[src/rtl/hazard_unit_mc_pkg.sv]
// hazard_pkg: definitions shared by the hazard unit, its MDU occupancy FSM
// and the interface between them.
//   FWD_*              operand-select encodings driven on o_ForwardA/B_E
//   RESULTSRC_LOAD_BIT bit of ResultSrc_E that marks a load
//   mdu_state_t        RUN (normal issue) / MDU (multi-cycle op holding E)
package hazard_pkg;
   localparam logic [1:0] FWD_REG = 2'b00;
   localparam logic [1:0] FWD_W   = 2'b01;
   localparam logic [1:0] FWD_M   = 2'b10;

   localparam int RESULTSRC_LOAD_BIT = 0;

   typedef enum logic {
      RUN = 1'b0,
      MDU = 1'b1
   } mdu_state_t;
endpackage

[src/rtl/hazard_unit_mc_if.sv]
// hazard_unit_mc_if: control bundle between the hazard unit (master) and the
// MDU occupancy FSM (slave).
//   mdu_start  multi-cycle op wants to begin (already masked by branch)
//   freeze     data memory not ready; FSM holds all state
//   mdu_stall  FSM needs F/D/E held and a bubble into M
//   mdu_busy   FSM is in the MDU state
//   mdu_done   final E cycle of the multi-cycle op
interface hazard_unit_mc_if;
   logic mdu_start;
   logic freeze;
   logic mdu_stall;
   logic mdu_busy;
   logic mdu_done;

   modport master (output mdu_start, output freeze,
                   input  mdu_stall, input  mdu_busy, input mdu_done);
   modport slave  (input  mdu_start, input  freeze,
                   output mdu_stall, output mdu_busy, output mdu_done);
endinterface

[src/rtl/hazard_unit_mc_mdu_occupancy_fsm.sv]
// mdu_occupancy_fsm: tracks how long a multi-cycle execute op has held E.
//   i_CLK, i_RST  clock, synchronous active-high reset
//   bus (slave)   start/freeze in; stall/busy/done out
// The first occupancy cycle is spent in RUN (the op just arrived), so the
// counter is loaded with MDU_LAT-2 and the op leaves when it reaches zero.
module mdu_occupancy_fsm
   import hazard_pkg::*;
#(
   parameter int MDU_LAT = 4
) (
   input  logic             i_CLK,
   input  logic             i_RST,
   hazard_unit_mc_if.slave  bus
);
   localparam int          CW       = (MDU_LAT > 2) ? $clog2(MDU_LAT) : 1;
   localparam bit          MULTI    = (MDU_LAT >= 2);
   localparam logic [CW-1:0] CNT_INIT = CW'((MDU_LAT >= 2) ? (MDU_LAT - 2) : 0);

   mdu_state_t    state_q, state_d;
   logic [CW-1:0] cnt_q, cnt_d;

   always_comb begin
      state_d       = state_q;
      cnt_d         = cnt_q;
      bus.mdu_stall = 1'b0;
      bus.mdu_done  = 1'b0;
      unique case (state_q)
         RUN: begin
            if (bus.mdu_start) begin
               if (MULTI) begin
                  bus.mdu_stall = 1'b1;
                  if (!bus.freeze) begin
                     state_d = MDU;
                     cnt_d   = CNT_INIT;
                  end
               end else begin
                  bus.mdu_done = ~bus.freeze;
               end
            end
         end
         MDU: begin
            // a freeze pauses the count, stretching occupancy one cycle each
            if (cnt_q != '0) begin
               bus.mdu_stall = 1'b1;
               if (!bus.freeze) cnt_d = cnt_q - CW'(1);
            end else begin
               bus.mdu_done = ~bus.freeze;
               if (!bus.freeze) state_d = RUN;
            end
         end
         default: state_d = RUN;
      endcase
   end

   always_ff @(posedge i_CLK) begin
      if (i_RST) begin
         state_q <= RUN;
         cnt_q   <= '0;
      end else begin
         state_q <= state_d;
         cnt_q   <= cnt_d;
      end
   end

   assign bus.mdu_busy = (state_q == MDU);
endmodule

[src/rtl/hazard_unit_mc.sv]
// hazard_unit_mc: stage enables/flushes and forwarding for the 5-stage pipe.
//   i_CLK, i_RST            clock, synchronous active-high reset
//   i_RS*/i_Rd*/RegWrite*   per-stage register fields for hazards/forwarding
//   i_ResultSrc_E, i_PCSrc_E, i_MduStart_E  E-stage load / branch / MDU op
//   i_MemReq_M, i_MemReady_M  data-memory wait -> whole-pipe freeze
//   i_CntClr                clears the performance counters
//   o_Stall_*/o_Flush_*     stage register hold / bubble insert
//   o_ForwardA/B_E          operand source select
//   o_MduBusy, o_MduDone    MDU occupancy status
//   o_StallCycles, o_FlushCount  saturating performance counters
// Priority: freeze > MDU stall > branch > load-use.
module hazard_unit_mc
   import hazard_pkg::*;
#(
   parameter int ADDR_WIDTH = 5,
   parameter int MDU_LAT    = 4,
   parameter int CNT_WIDTH  = 32
) (
   input  logic                  i_CLK,
   input  logic                  i_RST,
   input  logic [ADDR_WIDTH-1:0] i_RS1_D,
   input  logic [ADDR_WIDTH-1:0] i_RS2_D,
   input  logic [ADDR_WIDTH-1:0] i_RS1_E,
   input  logic [ADDR_WIDTH-1:0] i_RS2_E,
   input  logic [ADDR_WIDTH-1:0] i_Rd_E,
   input  logic [1:0]            i_ResultSrc_E,
   input  logic                  i_PCSrc_E,
   input  logic                  i_MduStart_E,
   input  logic [ADDR_WIDTH-1:0] i_Rd_M,
   input  logic                  i_RegWrite_M,
   input  logic                  i_MemReq_M,
   input  logic                  i_MemReady_M,
   input  logic [ADDR_WIDTH-1:0] i_Rd_W,
   input  logic                  i_RegWrite_W,
   input  logic                  i_CntClr,
   output logic                  o_Stall_F,
   output logic                  o_Stall_D,
   output logic                  o_Stall_E,
   output logic                  o_Stall_M,
   output logic                  o_Flush_D,
   output logic                  o_Flush_E,
   output logic                  o_Flush_M,
   output logic                  o_Flush_W,
   output logic [1:0]            o_ForwardA_E,
   output logic [1:0]            o_ForwardB_E,
   output logic                  o_MduBusy,
   output logic                  o_MduDone,
   output logic [CNT_WIDTH-1:0]  o_StallCycles,
   output logic [CNT_WIDTH-1:0]  o_FlushCount
);
   localparam logic [CNT_WIDTH-1:0] CNT_MAX = '1;

   function automatic logic [1:0] fwd_sel(
      input logic [ADDR_WIDTH-1:0] rs,
      input logic [ADDR_WIDTH-1:0] rd_m, input logic we_m,
      input logic [ADDR_WIDTH-1:0] rd_w, input logic we_w);
      if (rs != '0 && we_m && rs == rd_m)      return FWD_M;
      else if (rs != '0 && we_w && rs == rd_w) return FWD_W;
      else                                     return FWD_REG;
   endfunction

   logic freeze, load_use, mdu_stall;
   logic unused_resultsrc;

   assign unused_resultsrc = i_ResultSrc_E[1];
   assign freeze   = i_MemReq_M & ~i_MemReady_M;
   assign load_use = i_ResultSrc_E[RESULTSRC_LOAD_BIT] & (i_Rd_E != '0) &
                     ((i_Rd_E == i_RS1_D) | (i_Rd_E == i_RS2_D));

   assign o_ForwardA_E = fwd_sel(i_RS1_E, i_Rd_M, i_RegWrite_M, i_Rd_W, i_RegWrite_W);
   assign o_ForwardB_E = fwd_sel(i_RS2_E, i_Rd_M, i_RegWrite_M, i_Rd_W, i_RegWrite_W);

   hazard_unit_mc_if mdu_bus ();

   // a taken branch squashes the op in E, so it must not start the MDU
   assign mdu_bus.mdu_start = i_MduStart_E & ~i_PCSrc_E;
   assign mdu_bus.freeze    = freeze;
   assign mdu_stall         = mdu_bus.mdu_stall;
   assign o_MduBusy         = mdu_bus.mdu_busy;
   assign o_MduDone         = mdu_bus.mdu_done;

   mdu_occupancy_fsm #(.MDU_LAT(MDU_LAT)) u_mdu (
      .i_CLK (i_CLK),
      .i_RST (i_RST),
      .bus   (mdu_bus.slave)
   );

   always_comb begin
      o_Stall_F = 1'b0;
      o_Stall_D = 1'b0;
      o_Stall_E = 1'b0;
      o_Stall_M = 1'b0;
      o_Flush_D = 1'b0;
      o_Flush_E = 1'b0;
      o_Flush_M = 1'b0;
      o_Flush_W = 1'b0;
      if (freeze) begin
         // hold everything; the instruction leaving M is not yet complete
         o_Stall_F = 1'b1;
         o_Stall_D = 1'b1;
         o_Stall_E = 1'b1;
         o_Stall_M = 1'b1;
         o_Flush_W = 1'b1;
      end else if (mdu_stall) begin
         o_Stall_F = 1'b1;
         o_Stall_D = 1'b1;
         o_Stall_E = 1'b1;
         o_Flush_M = 1'b1;
      end else if (i_PCSrc_E) begin
         o_Flush_D = 1'b1;
         o_Flush_E = 1'b1;
      end else if (load_use) begin
         o_Stall_F = 1'b1;
         o_Stall_D = 1'b1;
         o_Flush_E = 1'b1;
      end
   end

   logic [CNT_WIDTH-1:0] stall_cycles_q, stall_cycles_d;
   logic [CNT_WIDTH-1:0] flush_count_q,  flush_count_d;

   // o_Flush_D is raised only by an honoured branch, so it marks the event
   always_comb begin
      stall_cycles_d = stall_cycles_q;
      flush_count_d  = flush_count_q;
      if (i_CntClr) begin
         stall_cycles_d = '0;
         flush_count_d  = '0;
      end else begin
         if (o_Stall_F && stall_cycles_q != CNT_MAX)
            stall_cycles_d = stall_cycles_q + CNT_WIDTH'(1);
         if (o_Flush_D && flush_count_q != CNT_MAX)
            flush_count_d = flush_count_q + CNT_WIDTH'(1);
      end
   end

   always_ff @(posedge i_CLK) begin
      if (i_RST) begin
         stall_cycles_q <= '0;
         flush_count_q  <= '0;
      end else begin
         stall_cycles_q <= stall_cycles_d;
         flush_count_q  <= flush_count_d;
      end
   end

   assign o_StallCycles = stall_cycles_q;
   assign o_FlushCount  = flush_count_q;
endmodule

[config.mk]
export PLATFORM = sky130hd
export DESIGN_NAME = hazard_unit_mc
export DESIGN_NICKNAME = d
export VERILOG_FILES = /design/src/rtl/hazard_unit_mc_pkg.sv /design/src/rtl/hazard_unit_mc_if.sv /design/src/rtl/hazard_unit_mc_mdu_occupancy_fsm.sv /design/src/rtl/hazard_unit_mc.sv
export SDC_FILE = /design/constraint.sdc
export NUM_CORES = 1
export LEC_CHECK = 0
export BUFFER_PORTS_ARGS = -buffer_cell sky130_fd_sc_hd__clkbuf_2
export CORE_ASPECT_RATIO = 1.25
export CORE_MARGIN = 1.5
export CORE_UTILIZATION = 47
export DETAILED_ROUTE_END_ITERATION = 10
export GPL_ROUTABILITY_DRIVEN = 0
export PLACE_DENSITY = 0.85
export SLEW_MARGIN = 20
export SYNTH_ARGS = -nofsm -noshare
export SYNTH_HDL_FRONTEND = slang
export SYNTH_SLANG_ARGS = --single-unit
[constraint.sdc]
create_clock -name i_CLK -period 2.2 [get_ports i_CLK]
set_input_delay 0.11 -clock i_CLK [delete_from_list [all_inputs] [get_ports i_CLK]]
set_output_delay 0.11 -clock i_CLK [all_outputs]
set_load 0.03 [all_outputs]
==> metrics.txt <==
Critical Path AT=2400 ps; worst min path class=input pin to flip-flop; Least-Margin Pin Slew=848 ps; Worst EP required=2450 ps; terminus of the critical flop-to-flop path=o_StallCycles[10]; ys flop type=dfxtp_1; Post-synth EDFFs=0; min Tclk post-route=around 2200 ps; CP startpoint kind=flip-flop; WHS Endpoint=u_mdu.bus.mdu_busy; average wire per standard cell=15.5 microns; Rows=37; post-synthesis register bit count=67; CP max FO=8; cts hold-fix bufs=0; Place WS=19.6 ps; die width=84.6 microns; GRT Overall Usage=0.241; Synthesis Warnings=0; Final Slew Violations=0; number of global-route vias before repair=a little over 4000; status=finished clean; R2R Path Start=o_StallCycles[13]; Die H=105 microns; syn nets=520; final hold vios=0; drt total wl=11200 microns; Clock Latency Late Sink=360 ps; Remaining Overflow, GRT=0; peak supply drop=352 uV; Vias=4232; Post-Synthesis Cells=~470; final setup fails=0; Max Root-Sink Buffers=2; antenna fix cells=0; Root Driver=clkbuf_8; final worst clock skew=11.6 ps; placed inst area=around 0.0048 sq mm; HP Start=i_RST; CTS H-tree depth=3; part of the cycle the worst path needs=0.979; Area Growth Syn to Fin=31.3%; starting density of the core=0.480; I/O pin count=124; CTS Buf Count=9; syn_area_per_cell=8.30 sq um; antenna violations before repair=0; CP peak stage delay=510 ps; Slowest cell on crit path=nor4_2; Power Density=555 mW/mm^2; library cells used by synthesis=60; clk slew on worst S/H paths=70 ps; clk sinks=67; asr flop ratio synth=0; Setup WS post-layout=between 40 and 50 ps; CTS tree=done; vias per cell=5.85; max frequency=464 MHz; first-pass GRT wire length=about 18000 microns; Post-layout nets=670; HPWL Detailed=7990 microns; CP Class=flip-flop to flip-flop; post-layout util=0.630; sequential share of the synthesized area=0.343; WHS Path Cells=2; Syn Std Cell Area=a little under 0.004 sq mm; CP Cell Sequence=nand4_1 -> nor4_2 -> nand2_1 -> nor2_1 -> o311ai_0 -> o41ai_1; Setup TNS Final=0 ps; post-route cell area=0.00513 sq mm; Max-Cap Viols=0; Filler cells=690; Die Footprint=0.00888 sq mm; Detail Route Antenna Nets=0; worst reg-to-reg setup slack=50 ps; Leakage=a little over 0.002 uW; worst reg2reg path depth=6; share of layout cells above drive strength 1=0.331; Starting DRT DRC Count=~260; CORE AREA=0.00815 sq mm; Worst setup EP type=flip-flop; number of port buffers=122; Residual DRC=0; DR pass1 iterations=5; relative slew slack=0.435; maximum number of pins on one net before global-route repair=44
stage by stage:
step	std cells	power [uW]	hold WS (ps)
CTS	722	2830	10.8
floorplan	471	1440	175
detailed placement	703	1540	383
finish	723	2850	0.813
global placement	703	1530	372
global route	723	2930	35.8
synthesized netlist by cell type, types with 4 or more instances:
library cell | instances | area share
nand4_1 | 27 | 0.043
or4_1 | 17 | 0.033
o21a_1 | 6 | 0.012
xor2_1 | 26 | 0.058
nor3_1 | 9 | 0.012
buf_2 | 4 | 0.0051
nand3_1 | 25 | 0.032
o31ai_1 | 13 | 0.025
nor2_1 | 50 | 0.048
and3_1 | 14 | 0.022
and2_1 | 7 | 0.011
inv_1 | 7 | 0.0067
clkbuf_1 | 5 | 0.0048
dfxtp_1 | 67 | 0.34
a21oi_1 | 27 | 0.035
xnor2_1 | 32 | 0.072
nand2_1 | 39 | 0.037
o21ai_0 | 12 | 0.015
o21ai_1 | 5 | 0.0064
or3_1 | 13 | 0.021
nor4_1 | 12 | 0.019
worst max-delay path: cells and delay by family, from the launching register on:
kind	cells	cell delay, ps
AOI/OAI and AO/OA	2	310
and+or+nand+nor	4	1380
DFF	1	360
power by group:
| part | switching, uW | internal (uW) |
|---|---|---|
| sequential | 5.31 | 1220 |
| clock | 515 | 786 |
| combinational | 188 | 139 |
worst max-delay path by stage:
stage,depth (start not counted),to,start
after detailed placement,9,o_StallCycles[13],u_mdu.cnt_q[0]
after global placement,9,o_StallCycles[13],u_mdu.cnt_q[0]
final,6,o_StallCycles[10],o_StallCycles[13]
after CTS,6,o_StallCycles[18],o_StallCycles[1]
after floorplan,8,o_StallCycles[1],o_StallCycles[4]
after global routing,6,o_StallCycles[10],o_StallCycles[13]
layer usage:
layer / share of wire / vias to the layer above / track usage
li1: - / 2034 / -
met1: 0.39 / 1998 / 0.265
met2: 0.53 / 165 / 0.438
met3: 0.053 / 35 / 0.0371
met4: 0.032 / 0 / 0.128
met5: 0 / - / 0
registers in the layout, indices dropped and copies added (netlist names):
register and cells:
u_mdu.cnt_q 2, u_mdu.bus.mdu_busy 1, o_FlushCount 32, o_StallCycles 32
cells by family (layout without fill, tap and decap cells):
kind of cell | count (synthesis) | count (layout) | synth area share
simple gates | 234 | 234 | 0.330
compound gates | 82 | 82 | 0.142
flops | 67 | 67 | 0.343
xor+xnor | 58 | 58 | 0.130
buf+inv | 26 | 181 | 0.0429
fa+ha+maj | 3 | 3 | 0.00960
mux | 1 | 1 | 0.00256
what timing repair did:
item                                    CTS  global route
resized for setup                         0            16
cloned                                    0             1
endpoints found under the setup margin    1            16
setup buffers                             3             0
hold endpoints to repair                  0             0
pin swaps                                 0             2
cell type report:
cell class	count	area, sq um	share of cell area
timing repair buffer	158	918	0.179
multi-input combinational	378	2460	0.480
clock buffer	10	138	0.0268
sequential	67	1350	0.264
inverter	7	26.3	0.00512
tap	97	121	0.0236
clock inverter	6	111	0.0217
cells in the final DEF, fill, tap and decap left out, types with 3 or more instances in the layout:
master     instances
a21oi_1           26
and2_1             7
and3_1            13
and4_1             3
buf_4             32
bufinv_16          3
clkbuf_2         122
clkbuf_8          10
dfxtp_1           59
dfxtp_2            7
ha_1               3
inv_1              7
nand2_1           39
nand3_1           25
nand4_1           27
nor2_1            50
nor3_1             9
nor4_1            11
o21a_1             6
o21ai_0           12
o21ai_1            4
o31a_1             3
o31ai_1           13
or3_1             13
or4_1             16
xnor2_1           32
xor2_1            26
(Power assumes the default switching activity.)
